### src/rtl/iir_band_sequencer.sv
// -----------------------------------------------------------------------------
// iir_band_sequencer
//
// Time-multiplexes one shared biquad IIR engine across NBANDS cascaded
// equalizer bands, once per audio sample. Each accepted sample is pushed
// through band 0..NBANDS-1 in turn, and each band's result becomes the next
// band's input. The final result is published with a one-cycle valid pulse.
// The block also owns a double-buffered coefficient bank. The host writes the
// shadow bank and requests a commit. The whole bank is copied to the active
// bank only while the sequencer is idle, so a sample never sees a mix of old
// and new coefficients.
//
// Ports
//   clk                 system clock
//   i_rst               synchronous reset, active-high
//   i_sample_strobe     one-cycle pulse per new sample
//   i_sample            signed input sample, valid with the strobe
//   i_valid             1 = filter the sample, 0 = bypass (sampled at strobe)
//   i_cfg_we            shadow coefficient write enable
//   i_cfg_band          band index for the shadow write
//   i_cfg_idx           0=b1 1=b2 2=b3 3=a2 4=a3 (5..7 ignored)
//   i_cfg_data          signed coefficient value
//   i_cfg_commit        request a shadow->active copy
//   i_ovr_clr           clears o_overrun and o_err (a same-cycle set wins)
//   o_eng_start         one-cycle engine start
//   o_eng_band          engine state-slot select (current band)
//   o_eng_x             engine input sample for the current band
//   o_b1..o_a3          active coefficients for the current band
//   i_eng_done          engine result pulse
//   i_eng_y             engine result, valid with i_eng_done
//   o_audio             final output sample
//   o_audio_valid       one-cycle pulse when o_audio updates
//   o_busy              high in every state except IDLE
//   o_commit_pending    commit requested but not yet applied
//   o_overrun           sticky: a strobe arrived while busy (sample dropped)
//   o_err               sticky: the engine timed out
// -----------------------------------------------------------------------------
module iir_band_sequencer #(
   parameter int                       NBANDS   = 3,
   parameter int                       COEF_W   = 18,
   parameter logic signed [COEF_W-1:0] COEF_ONE = 18'sh10000,
   parameter int                       TIMEOUT  = 255
) (
   input  logic                        clk,
   input  logic                        i_rst,
   input  logic                        i_sample_strobe,
   input  logic signed [15:0]          i_sample,
   input  logic                        i_valid,
   input  logic                        i_cfg_we,
   input  logic [$clog2(NBANDS)-1:0]   i_cfg_band,
   input  logic [2:0]                  i_cfg_idx,
   input  logic signed [COEF_W-1:0]    i_cfg_data,
   input  logic                        i_cfg_commit,
   input  logic                        i_ovr_clr,
   output logic                        o_eng_start,
   output logic [$clog2(NBANDS)-1:0]   o_eng_band,
   output logic signed [15:0]          o_eng_x,
   output logic signed [COEF_W-1:0]    o_b1,
   output logic signed [COEF_W-1:0]    o_b2,
   output logic signed [COEF_W-1:0]    o_b3,
   output logic signed [COEF_W-1:0]    o_a2,
   output logic signed [COEF_W-1:0]    o_a3,
   input  logic                        i_eng_done,
   input  logic signed [15:0]          i_eng_y,
   output logic signed [15:0]          o_audio,
   output logic                        o_audio_valid,
   output logic                        o_busy,
   output logic                        o_commit_pending,
   output logic                        o_overrun,
   output logic                        o_err
);

   localparam int               BW        = $clog2(NBANDS);
   localparam int               NCOEF     = 5;
   localparam int               CW        = $clog2(TIMEOUT + 1);
   localparam logic [BW-1:0]    LAST_BAND = BW'(NBANDS - 1);
   localparam logic [BW:0]      BAND_LIM  = (BW + 1)'(NBANDS);
   localparam logic [CW-1:0]    WAIT_LAST = CW'(TIMEOUT - 1);

   typedef enum logic [1:0] {
      S_IDLE  = 2'd0,
      S_ISSUE = 2'd1,
      S_WAIT  = 2'd2,
      S_OUT   = 2'd3
   } state_t;

   state_t                   r_state;
   state_t                   w_state_nxt;

   logic [BW-1:0]            r_band;
   logic signed [15:0]       r_x;
   logic signed [15:0]       r_orig;
   logic signed [15:0]       r_audio;
   logic                     r_audio_valid;
   logic [CW-1:0]            r_wcnt;
   logic                     r_pending;
   logic                     r_overrun;
   logic                     r_err;

   logic signed [COEF_W-1:0] r_shadow [NBANDS][NCOEF];
   logic signed [COEF_W-1:0] r_active [NBANDS][NCOEF];

   logic                     w_accept;
   logic                     w_bypass;
   logic                     w_step;
   logic                     w_timeout;
   logic                     w_copy;
   logic                     w_cfg_hit;
   logic                     w_ovr_set;

   // State register
   always_ff @(posedge clk) begin
      if (i_rst) begin
         r_state <= S_IDLE;
      end else begin
         r_state <= w_state_nxt;
      end
   end

   // Next-state decode and state-derived outputs
   always_comb begin
      w_state_nxt = r_state;
      w_accept    = 1'b0;
      w_bypass    = 1'b0;
      w_step      = 1'b0;
      w_timeout   = 1'b0;
      o_eng_start = 1'b0;
      o_busy      = 1'b1;
      case (r_state)
         S_IDLE: begin
            o_busy = 1'b0;
            if (i_sample_strobe) begin
               if (i_valid) begin
                  w_accept    = 1'b1;
                  w_state_nxt = S_ISSUE;
               end else begin
                  w_bypass = 1'b1;
               end
            end
         end
         S_ISSUE: begin
            o_eng_start = 1'b1;
            w_state_nxt = S_WAIT;
         end
         S_WAIT: begin
            // A result arriving on the last allowed cycle still counts.
            if (i_eng_done) begin
               w_step      = 1'b1;
               w_state_nxt = (r_band == LAST_BAND) ? S_OUT : S_ISSUE;
            end else if (r_wcnt == WAIT_LAST) begin
               w_timeout   = 1'b1;
               w_state_nxt = S_OUT;
            end
         end
         S_OUT: begin
            w_state_nxt = S_IDLE;
         end
         default: begin
            w_state_nxt = S_IDLE;
         end
      endcase
   end

   assign w_ovr_set = i_sample_strobe && (r_state != S_IDLE);
   assign w_copy    = (r_state == S_IDLE) && r_pending;
   assign w_cfg_hit = i_cfg_we && ({1'b0, i_cfg_band} < BAND_LIM) && (i_cfg_idx < 3'd5);

   // Sample path, band sequencing, wait timer, flags
   always_ff @(posedge clk) begin
      if (i_rst) begin
         r_band        <= '0;
         r_x           <= '0;
         r_orig        <= '0;
         r_audio       <= '0;
         r_audio_valid <= 1'b0;
         r_wcnt        <= '0;
         r_pending     <= 1'b0;
         r_overrun     <= 1'b0;
         r_err         <= 1'b0;
      end else begin
         r_audio_valid <= 1'b0;

         if (w_accept) begin
            r_x    <= i_sample;
            r_orig <= i_sample;
            r_band <= '0;
         end

         if (w_bypass) begin
            r_audio       <= i_sample;
            r_audio_valid <= 1'b1;
         end

         if (r_state == S_ISSUE) begin
            r_wcnt <= '0;
         end else if (r_state == S_WAIT) begin
            r_wcnt <= r_wcnt + CW'(1);
         end

         // o_audio and its valid pulse are loaded on the edge into OUT, so
         // the pulse is visible during the OUT cycle itself.
         if (w_step) begin
            r_x <= i_eng_y;
            if (r_band == LAST_BAND) begin
               r_audio       <= i_eng_y;
               r_audio_valid <= 1'b1;
            end else begin
               r_band <= r_band + BW'(1);
            end
         end

         // An aborted cascade publishes the untouched input sample.
         if (w_timeout) begin
            r_audio       <= r_orig;
            r_audio_valid <= 1'b1;
         end

         // The copy already includes any write landing in the same cycle,
         // so a commit arriving alongside the copy is fully absorbed.
         r_pending <= w_copy ? 1'b0 : (r_pending | i_cfg_commit);
         r_overrun <= w_ovr_set | (r_overrun & ~i_ovr_clr);
         r_err     <= w_timeout | (r_err & ~i_ovr_clr);
      end
   end

   // Coefficient banks
   always_ff @(posedge clk) begin
      if (i_rst) begin
         for (int b = 0; b < NBANDS; b++) begin
            for (int k = 0; k < NCOEF; k++) begin
               r_shadow[b][k] <= (k == 0) ? COEF_ONE : '0;
               r_active[b][k] <= (k == 0) ? COEF_ONE : '0;
            end
         end
      end else begin
         for (int b = 0; b < NBANDS; b++) begin
            for (int k = 0; k < NCOEF; k++) begin
               if (w_cfg_hit && (i_cfg_band == BW'(b)) && (i_cfg_idx == 3'(k))) begin
                  r_shadow[b][k] <= i_cfg_data;
               end
               if (w_copy) begin
                  if (w_cfg_hit && (i_cfg_band == BW'(b)) && (i_cfg_idx == 3'(k))) begin
                     r_active[b][k] <= i_cfg_data;
                  end else begin
                     r_active[b][k] <= r_shadow[b][k];
                  end
               end
            end
         end
      end
   end

   assign o_eng_band       = r_band;
   assign o_eng_x          = r_x;
   assign o_b1             = r_active[r_band][0];
   assign o_b2             = r_active[r_band][1];
   assign o_b3             = r_active[r_band][2];
   assign o_a2             = r_active[r_band][3];
   assign o_a3             = r_active[r_band][4];
   assign o_audio          = r_audio;
   assign o_audio_valid    = r_audio_valid;
   assign o_commit_pending = r_pending;
   assign o_overrun        = r_overrun;
   assign o_err            = r_err;

endmodule

### config.mk
export PLATFORM = sky130hd
export DESIGN_NAME = iir_band_sequencer
export DESIGN_NICKNAME = d
export VERILOG_FILES = /design/src/rtl/iir_band_sequencer.sv
export SDC_FILE = /design/constraint.sdc
export NUM_CORES = 1
export LEC_CHECK = 0
export BUFFER_PORTS_ARGS = -buffer_cell sky130_fd_sc_hd__buf_2
export CORE_UTILIZATION = 55
export DETAILED_ROUTE_END_ITERATION = 8
export MAX_ROUTING_LAYER = met4
export PLACE_DENSITY = 0.79
export SYNTH_ARGS = -nofsm -noshare
export SYNTH_HDL_FRONTEND = slang
export SYNTH_SLANG_ARGS = --single-unit
### constraint.sdc
create_clock -name clk -period 8.42 [get_ports clk]
set_input_delay 0.842 -clock clk [delete_from_list [all_inputs] [get_ports clk]]
set_output_delay 0.842 -clock clk [all_outputs]
set_load 0.01 [all_outputs]
==> metrics.md, run 1 <==
| Metric | Value |
|---|---|
| Clk buf depth | `3` |
| # Post-CTS Setup Buffers | `0` |
| CTS resizes | `0` |
| Fin crit share | `49.46%` |
| #FFs+latches synth | `604` |
| Slew margin rel. | `19.66%` |
| Crit-path slowest cell | `dfxtp_4` |
| GRT met1 Usage | `33.38%` |
| Cells after synthesis | `2495` |
| Final nets | `2604` |
| Setup ws final | `4.255 ns` |
| Dpl hpwl | `37020 um` |
| Met2 usage | `44.81%` |
| Max Cap Viol | `0` |
| Hold_buf cts | `0` |
| Post-synth EDFFs | `540` |
| WHS Path Cells | `2` |
| Hold Path Class | `reg2reg` |
| Largest net degree at the start of global routing | `262` |
| First-pass GRT wire length | `99980 um` |
| Layout fillers | `3622` |
| DRT iter0 DRCs | `2145` |
| Worst-path fanout max | `56` |
| Syn nets | `2560` |
| P_leak | `11.00 nW` |
| Antenna violations before repair | `0` |
| Synth area leaders | `edfxtp_1, nand2_1, and2_1, a21oi_1, dfxtp_1` |
| Syn. warnings | `0` |
| Drt wl/cell | `20.27 um` |
| Fin Clk Skew | `0.03247 ns` |
| PD cells | `220.1 nW/um^2` |
| Bufs and invs on worst path | `2` |
| Core Region | `47950 um^2` |
| Total CTS buffers | `57` |
| Number of cells on the critical path | `4` |
| Post-DRT Antenna Nets | `0` |
| GP Congestion | `0.8467` |
| CP Data Required Time | `7.58 ns` |
| Status | `finished clean` |
| Final Hold Vio Count | `0` |
| Max Fclk | `240.1 MHz` |
| Final max-slew violation count | `0` |
| Port bufs | `192` |
| Syn_area_per_cell | `10.77 um^2` |
| RSZ-0062 raised after global routing | `no` |
| Initial Util | `56.04%` |
| Crit path DAT | `3.32 ns` |
| Minimum clock period | `4.165 ns` |
| Total Neg Setup Slack | `0 ns` |
| Die width | `223.0 um` |
| Yosys top cell by area | `edfxtp_1` |
| Setup WS pre-CTS | `4.617 ns` |
| Top Family by Delay on Critical Path | `flip-flops` |
| Yosys top cell area share | `60.35%` |
| Commonest non-fill, non-tap cell in the layout | `nand2_1` |
| CTS tree | `yes` |
| Critical Path End Type | `output port` |
| Critical Path, Cell by Cell | `buf_4 -> mux2i_1 -> o21ai_0 -> buf_2` |
| Maximum VDD drop | `0.1471 mV` |
| CTS sink count | `604` |
| Routed wire length | `64930 um` |
| Mapped Area | `26870 um^2` |
| Drt first pass iters | `7` |
| Slowest stage delay, CP | `1.04 ns` |
| H-tree lvl count | `2` |
| Unique masters post-synth | `38` |
| CP Launch Type | `flip-flop` |
| Final setup fails | `0` |
| Seq/Total Area, Yosys | `65.12%` |
| CTS clk-pin slew, worst paths | `0.06 ns` |
| DR vias | `18620` |
| Vias per cell | `5.812` |
| GRT Residual Overflow | `0` |
| Worst-Margin Slew | `1.205 ns` |
| Row cnt | `80` |
| GR Util met3 | `3.661%` |
| Ys flop type | `edfxtp_1` |
| Asr flop ratio synth | `0%` |
| Root buffer cell | `clkbuf_16` |
| I/O pin count | `193` |
| Remaining DRCs | `0` |
| Clock latency on the worst-skew pair | `0.62 ns` |
| Gr usage total | `26.77%` |
| Vias in the first global route | `18110` |
| Most used routing layer | `met2` |
| Die ar. | `49740 um^2` |
| Commonest non-fill, non-tap cells in the layout | `nand2_1, edfxtp_1, a21oi_1` |
| Critical path type | `reg2out` |
| Number of cells on the worst reg-to-reg path | `4` |
| Layout cells sized above 1 | `12.02%` |
| Area grow syn2layout | `10.37%` |
| Die Y | `223.0 um` |
==> worst paths after layout <==
check / start / end / slack, ns
max: o_eng_band[0] / o_b2[4] / 4.26
min: r_orig[8] / r_orig[8] / 0.46
max reg2reg: r_state[1] / o_audio[4] / 4.93
min reg2reg: r_orig[8] / r_orig[8] / 0.46
==> report_power, final <==
part / internal, mW / switching, mW
clock: 1.41 / 1.10
sequential: 3.48 / 0.0674
combinational: 0.127 / 0.337
==> tightest hold or removal path, cell delays in order, from the launching register on <==
cell	delay (ns)
dfxtp_1	0.31
nand2_1	0.05
a21oi_1	0.05
==> Yosys cell counts, drive strengths merged (6+ instances only) <==
cell    number
nand3       23
nand2b      19
nor2        34
clkbuf     163
dfxtp       64
or3          6
buf         56
a32o        16
nand2      745
or2         19
edfxtp     540
and2       282
mux2i       91
a21oi      292
o21ai       93
a31oi       17
==> registers in the layout, summed over array words and instances, names as in the netlist, 2 cells and up <==
signal,cells
o_eng_band,2
r_orig,16
r_wcnt,8
o_eng_x,16
r_active,270
o_audio,16
r_shadow,270
r_state,2
==> cell families (layout without fill, tap and decap cells) <==
logic type      after synthesis  in the layout  share of synthesized area (%)
simple gates               1150           1150                          19.64
xor+xnor                      4              4                         0.1304
fa+ha+maj                     2              2                        0.09313
buf+inv                     223            315                          3.367
other cells                   0              1                              0
mux                          91             91                          3.390
compound gates              421            421                          8.252
flops                       604            604                          65.12
==> per-layer routing <==
metal  wire length, um  part of all wire [%]
met4              2052                   3.2
met1             25440                    39
met5                 0                     0
met3              4300                   6.6
met2             33140                    51
==> final cells by class <==
cell class                 count  area [um^2]  share of cell area (%)
antenna                        1        2.502                0.008439
clock buffer                  69         1493                   5.034
clock inverter                38        310.3                   1.046
inverter                       4        15.01                 0.05064
multi-input combinational   1668         8482                   28.60
sequential                   604        17500                   59.03
tap                          615        769.5                   2.595
timing repair buffer         204         1076                   3.629
==> through the flow <==
step	hold WS (ns)	total power, mW	instances	utilization (%)	instance area [um^2]
after floorplan	0.4357	3.876	2495	-	26870
after global placement	0.4410	4.052	3095	58.08	27850
after detailed placement	0.4510	4.071	3095	58.08	27850
after CTS	0.4355	6.547	3202	61.84	29650
after global routing	0.4689	6.712	3202	61.84	29650
final	0.4561	6.527	3203	61.85	29650
No activity file was read; power rests on OpenSTA's default activity.
==> run 2, diff against run 1 <==
- clock period: 8.42 -> 3.74 ns (I/O delays scaled with it)
==> metrics.md, run 2 (synthesis results as in run 1) <==
| Metric | Value |
|---|---|
| Total Neg Setup Slack | `0 ns (unchanged)` |
| Critical path type | `reg2out` |
| WHS Path Cells | `3 (+1)` |
| Reg-to-Reg End | `o_audio[11]` |
| DR vias | `19010 (+2.1%)` |
| Clock latency on the worst-skew pair | `0.63 ns (about the same)` |
| Largest net degree at the start of global routing | `123 (-53%)` |
| DRT iter0 DRCs | `2439 (+14%)` |
| Worst-path fanout max | `44 (-21%)` |
| First-pass GRT wire length | `104700 um (+4.7%)` |
| Vias per cell | `5.852 (+0.69%)` |
| PD cells | `490.0 nW/um^2 (+120%)` |
| Final Hold Vio Count | `0 (unchanged)` |
| CTS resizes | `0 (unchanged)` |
| HP Start | `i_eng_y[8]` |
| Area grow syn2layout | `11.85%` |
| Antenna violations before repair | `2 (+2)` |
| Row cnt | `80 (unchanged)` |
| Hold endpoint | `o_eng_x[8]` |
| Initial Util | `56.04% (unchanged)` |
| Drt first pass iters | `6 (-1)` |
| Slew margin rel. | `25.42% (+5.8 points)` |
| Number of cells on the worst reg-to-reg path | `5 (+1)` |
| Max Fclk | `336.0 MHz` |
| Post-DRT Antenna Nets | `0 (unchanged)` |
| Biggest regs | `r_active x270, r_shadow x270` |
| Total Power | `14.73 mW (+130%)` |
| Final setup fails | `0 (unchanged)` |
| Reg2Reg Launch Point | `r_state[1]` |
| Fin Clk Skew | `0.02256 ns (-0.009904 ns)` |
| Routed wire length | `68360 um (+5.3%)` |
| Critical Path, Cell by Cell | `buf_4 -> mux2i_1 -> o21ai_0 -> buf_2` |
| CTS clk-pin slew, worst paths | `0.06 ns (about the same)` |
| Die Y | `223.0 um (unchanged)` |
| CTS tree | `yes` |
| R2r setup slk | `0.82 ns (-4.11 ns)` |
| Final nets | `2647 (+1.7%)` |
| Port bufs | `192 (unchanged)` |
| Remaining DRCs | `0 (unchanged)` |
| Worst-Margin Slew | `1.115 ns (-0.08984 ns)` |
| Root buffer cell | `clkbuf_16` |
| Reg power frac | `54.3% (about the same)` |
| Critical Path End Type | `output port` |
| Status | `finished clean` |
| Cell-internal power | `11.28 mW (+120%)` |
| Layout cells sized above 1 | `13.38% (+1.4 points)` |
| CP Data Required Time | `3.37 ns (-4.21 ns)` |
| Vias in the first global route | `18440 (+1.9%)` |
| GRT Residual Overflow | `0 (unchanged)` |
| RSZ-0062 raised after global routing | `no` |
| Final Instance Area | `30050 um^2 (+1.3%)` |
| Crit path DAT | `2.60 ns (-0.72 ns)` |
| Drt wl/cell | `21.05 um (+3.8%)` |
| Total CTS buffers | `60 (+5.3%)` |
| Sw frac | `23.40% (+0.28 points)` |
| Dpl hpwl | `40560 um (+9.5%)` |
| Core Region | `47950 um^2 (unchanged)` |
| Crit-path slowest cell | `dfxtp_4` |
| Maximum VDD drop | `0.3661 mV (+150%)` |
| Hold Path Class | `in2reg` |
| Slowest stage delay, CP | `0.90 ns (-0.14 ns)` |
| Commonest non-fill, non-tap cells in the layout | `nand2_1, edfxtp_1, a21oi_1` |
| Die width | `223.0 um (unchanged)` |
| Commonest non-fill, non-tap cell in the layout | `nand2_1` |
| CP Launch Type | `flip-flop` |
| P_leak | `11.22 nW (+1.9%)` |
| Final max-slew violation count | `0 (unchanged)` |
| DP Area | `28230 um^2 (+1.4%)` |
| H-tree lvl count | `2 (unchanged)` |
| Minimum clock period | `2.976 ns` |
| Clk pwr share | `38.3% (-0.2 points)` |
| Max Cap Viol | `0 (unchanged)` |
| Fin crit share | `79.57%` |
| Clk buf depth | `3 (unchanged)` |
| CTS sink count | `604 (unchanged)` |
| Gr usage total | `28.20% (+1.4 points)` |
| I/O pin count | `193 (unchanged)` |
| Die ar. | `49740 um^2 (unchanged)` |
| Combinational Power Share | `7.5% (+0.4 points)` |
| Sw power | `3.445 mW (+130%)` |
| GP Congestion | `0.9152 (+8.1%)` |
[run 2: what timing repair did]
action                                 in CTS  in global routing
endpoints found under the hold margin       1                  0
hold buffers                                1                  0
setup buffers                               0                  0
[run 2: routing by layer]
layer | up-vias | global-route usage (%) | part of all wire (%)
met1 | 9202 | 35.77 | 39
met2 | 951 | 45.83 | 49
met5 | - | - | 0
met3 | 154 | 4.860 | 8.9
met4 | 0 | 10.01 | 3.3
li1 | 8701 | - | -
[run 2: stage by stage]
step	std cells	utilization, %	setup slack (ns)	hold slack (ns)
after floorplan	2495	-	0.5568	0.4357
after global placement	3134	58.87	1.018	0.4433
after detailed placement	3134	58.87	0.8865	0.4504
after CTS	3245	62.66	0.7516	0.003129
after global routing	3247	62.67	0.5488	0.02637
final	3248	62.68	0.7641	0.03589
[run 2: how the worst max path moves through the flow]
stage / start / to / cells past startpoint
after floorplan: i_rst / r_active[0][0] / 3
after global routing: r_state[1] / o_audio[8] / 5
after global placement: r_state[1] / o_audio[6] / 5
after detailed placement: i_cfg_band[1] / r_shadow[0][236] / 5
final: o_eng_band[0] / o_b1[17] / 4
after CTS: o_eng_band[0] / o_b1[17] / 4
[run 2: layout make-up]
cell class,count,area (um^2)
Multi-Input combinational cell,1668,8482
Fill cell,3645,17890
Inverter,4,15.01
Clock inverter,29,202.7
Tap cell,615,769.5
Clock buffer,81,1604
Antenna cell,3,7.507
Sequential cell,604,17500
Timing Repair Buffer,244,1466
[run 2: power by group through the flow]
stage	clock, mW	sequential [mW]	combinational, mW
after floorplan	0	8.09	0.619
after global placement	0	8.11	1.07
after detailed placement	0	8.13	1.09
after CTS	5.66	7.99	1.10
after global routing	5.92	8.03	1.19
final	5.64	7.99	1.10
[run 2: worst max-delay path, delay by kind of cell, from the launching register on]
kind	cells	cell delay, ns
buf+inv	2	0.54
flops	1	0.90
compound gates	1	0.41
mux	1	0.09
==> run 3, diff against run 2 <==
- ABC_AREA: unset -> 1
- clock period: 3.74 -> 2.5 ns (I/O delays scaled with it)
==> metrics.md, run 3 <==
| Metric | Value |
|---|---|
| Status | `finished clean` |
| Total CTS buffers | `57 (-5.0%)` |
| Clock latency on the worst-skew pair | `0.64 ns (about the same)` |
| CTS tree | `yes` |
| Post-DRT Antenna Nets | `0 (unchanged)` |
| Commonest non-fill, non-tap cell in the layout | `nand2_1` |
| Setup WS pre-CTS | `0.2185 ns (-0.6680 ns)` |
| Syn nets | `2709 (+5.8%)` |
| Post-synth EDFFs | `540 (unchanged)` |
| Die Y | `221.7 um (-0.58%)` |
| Vias in the first global route | `21010 (+14%)` |
| Die width | `221.7 um (-0.58%)` |
| Core Region | `47650 um^2 (-0.63%)` |
| Final Instance Area | `30870 um^2 (+2.7%)` |
| Asr flop ratio synth | `0% (unchanged)` |
| DR vias | `22600 (+19%)` |
| Reg power frac | `53.0% (-1.3 points)` |
| Fin Clk Skew | `0.02727 ns (+0.004706 ns)` |
| I/O pin count | `193 (unchanged)` |
| Finished Core Util | `64.78% (+2.1 points)` |
| PD cells | `736.3 nW/um^2 (+50%)` |
| Slowest stage delay, CP | `0.59 ns (-0.31 ns)` |
| Final Hold Vio Count | `0 (unchanged)` |
| H-tree lvl count | `2 (unchanged)` |
| Slew margin rel. | `24.05% (-1.4 points)` |
| Top-count cell post-synth | `nand2_1` |
| Most used cell, CP | `nand3_1` |
| Drt first pass iters | `6 (unchanged)` |
| Yosys top cell by area | `edfxtp_1` |
| Max Cap Viol | `0 (unchanged)` |
| Seq/Total Area, Yosys | `65.89% (+0.77 points)` |
| P_leak | `12.54 nW (+12%)` |
| Combinational Power Share | `10.3% (+2.8 points)` |
| CTS clk-pin slew, worst paths | `0.06 ns (about the same)` |
| Yosys top cell area share | `61.07% (+0.71 points)` |
| Unique masters post-synth | `32 (-16%)` |
| Maximum VDD drop | `0.5464 mV (+49%)` |
| Top post-synthesis cells by count | `nand2_1, edfxtp_1, nand3_1, nor2_1, clkbuf_1` |
| Commonest non-fill, non-tap cells in the layout | `nand2_1, edfxtp_1, nand3_1` |
| Die ar. | `49160 um^2 (-1.2%)` |
| Synth area leaders | `edfxtp_1, nand3_1, nand2_1, dfxtp_1, nor2_1` |
| Critical path type | `reg2out` |
| Critical Path End Type | `output port` |
| Row cnt | `80 (unchanged)` |
| RSZ-0062 raised after global routing | `no` |
| Crit path DAT | `2.17 ns (-0.43 ns)` |
| #FFs+latches synth | `604 (unchanged)` |
| CTS sink count | `604 (unchanged)` |
| Critical Path, Cell by Cell | `inv_2 -> buf_12 -> nand3_1 -> nand3_1 -> buf_2` |
| Syn. warnings | `0 (unchanged)` |
| Syn_area_per_cell | `10.04 um^2 (-6.7%)` |
| Clk buf depth | `3 (unchanged)` |
| Ys flop type | `edfxtp_1` |
| Minimum clock period | `2.425 ns` |
| Mapped Area | `26550 um^2 (-1.2%)` |
| Bufs and invs on worst path | `3 (+1)` |
| Vias per cell | `6.419 (+9.7%)` |
| Total Neg Setup Slack | `0 ns (unchanged)` |
| Routed wire length | `86710 um (+27%)` |
| Worst-path fanout max | `53 (+20%)` |
| Sw power | `5.659 mW (+64%)` |
| CP Data Required Time | `2.25 ns (-1.12 ns)` |
| Dpl hpwl | `53440 um (+32%)` |
| GP Congestion | `0.9570 (+4.6%)` |
| Crit-path slowest cell | `dfxtp_4` |
| Root buffer cell | `clkbuf_16` |
| Hold Path Class | `in2reg` |
| Worst-Margin Slew | `1.138 ns (+0.02269 ns)` |
| Cell-internal power | `17.07 mW (+51%)` |
| Largest net degree at the start of global routing | `93 (-24%)` |
| Gr usage total | `35.89% (+7.7 points)` |
| Biggest regs | `r_active x270, r_shadow x270` |
| Clk pwr share | `36.7% (-1.6 points)` |
| Setup ws final | `0.07533 ns (-0.6888 ns)` |
| GRT Residual Overflow | `0 (unchanged)` |
| Area grow syn2layout | `16.25%` |
| DRT iter0 DRCs | `3565 (+46%)` |
| Layout cells sized above 1 | `14.96% (+1.6 points)` |
| Antenna violations before repair | `4 (+2)` |
| Fin crit share | `96.99%` |
| CP Launch Type | `flip-flop` |
| Port bufs | `192 (unchanged)` |
| Final setup fails | `0 (unchanged)` |
| Remaining DRCs | `0 (unchanged)` |
| DP Area | `28560 um^2 (+1.2%)` |
| Initial Util | `55.73% (-0.31 points)` |
| First-pass GRT wire length | `127600 um (+22%)` |
| Cells after synthesis | `2644 (+6.0%)` |
| Sw frac | `24.90% (+1.5 points)` |
| Final nets | `2920 (+10%)` |
| Max Fclk | `412.4 MHz` |
| Drt wl/cell | `24.63 um (+17%)` |
| Top Family by Delay on Critical Path | `flip-flops` |
| Final max-slew violation count | `0 (unchanged)` |
| Total Power | `22.73 mW (+54%)` |
run 3: path summary, 6_finish.rpt:
kind              slack [ns]           to  cells after the start     startpoint
setup / recovery        0.08     o_b2[14]                      5  o_eng_band[0]
hold / removal          0.09   r_state[0]                      5        i_valid
setup reg to reg        0.12  o_eng_x[15]                      9     r_state[1]
hold reg to reg         0.46   r_orig[11]                      2     r_orig[11]
run 3: logic make-up (layout without fill, tap and decap cells):
family / Yosys count / in the layout / synth area share, %
AND/OR/NAND/NOR: 1500 / 1500 / 25.06
flip-flops: 604 / 604 / 65.89
buffers and inverters: 316 / 574 / 4.594
AO/OA/AOI/OAI: 221 / 221 / 4.321
adder cells (fa/ha/maj): 2 / 2 / 0.09423
XOR/XNOR: 1 / 1 / 0.03299
other: 0 / 4 / 0
run 3: tightest hold or removal path, stage by stage:
cell and delay (ns):
buf_2 0.10, nand2_1 0.06, inv_1 0.07, o21ai_0 0.08, nor3_1 0.12
run 3: per-layer routing:
layer  vias to the layer above  wire (um)  GRT usage, %
li1                       9669          -             -
met1                     10560      29060         44.93
met2                      1945      39280         53.24
met3                       425      12690         9.608
met4                         0       5678         19.78
met5                         -          0             -
run 3: cell type report:
class                   instances  area, um^2
diodes                          4       10.01
clock buffers                  82        1598
clock inverters                24       160.2
fillers                      3578       16780
inverters                     100       387.9
multi-input cells            1724        7861
flip-flops and latches        604       17500
well taps                     615       769.5
repair buffers                368        2576
run 3: power groups by stage:
stage / logic [mW] / clock network, mW / registers (mW)
after floorplan: 1.15 / 0 / 12.2
after global placement: 2.13 / 0 / 12.2
after detailed placement: 2.17 / 0 / 12.2
after CTS: 2.25 / 8.32 / 12.0
after global routing: 2.45 / 8.69 / 12.1
final: 2.35 / 8.34 / 12.0
run 3: per-stage QoR:
step / hold WS [ns] / cells
finish: 0.09360 / 3521
global route: 0.1140 / 3521
CTS: 0.07635 / 3516
detailed placement: 0.4527 / 3359
global placement: 0.4486 / 3359
floorplan: 0.3794 / 2644
run 3: timing repair:
item                       in CTS  in global routing
hold endpoints to repair       51                  0
setup endpoints to repair       0                 39
buffers inserted                0                  1
gates resized for setup         0                  3
hold buffers                   51                  0
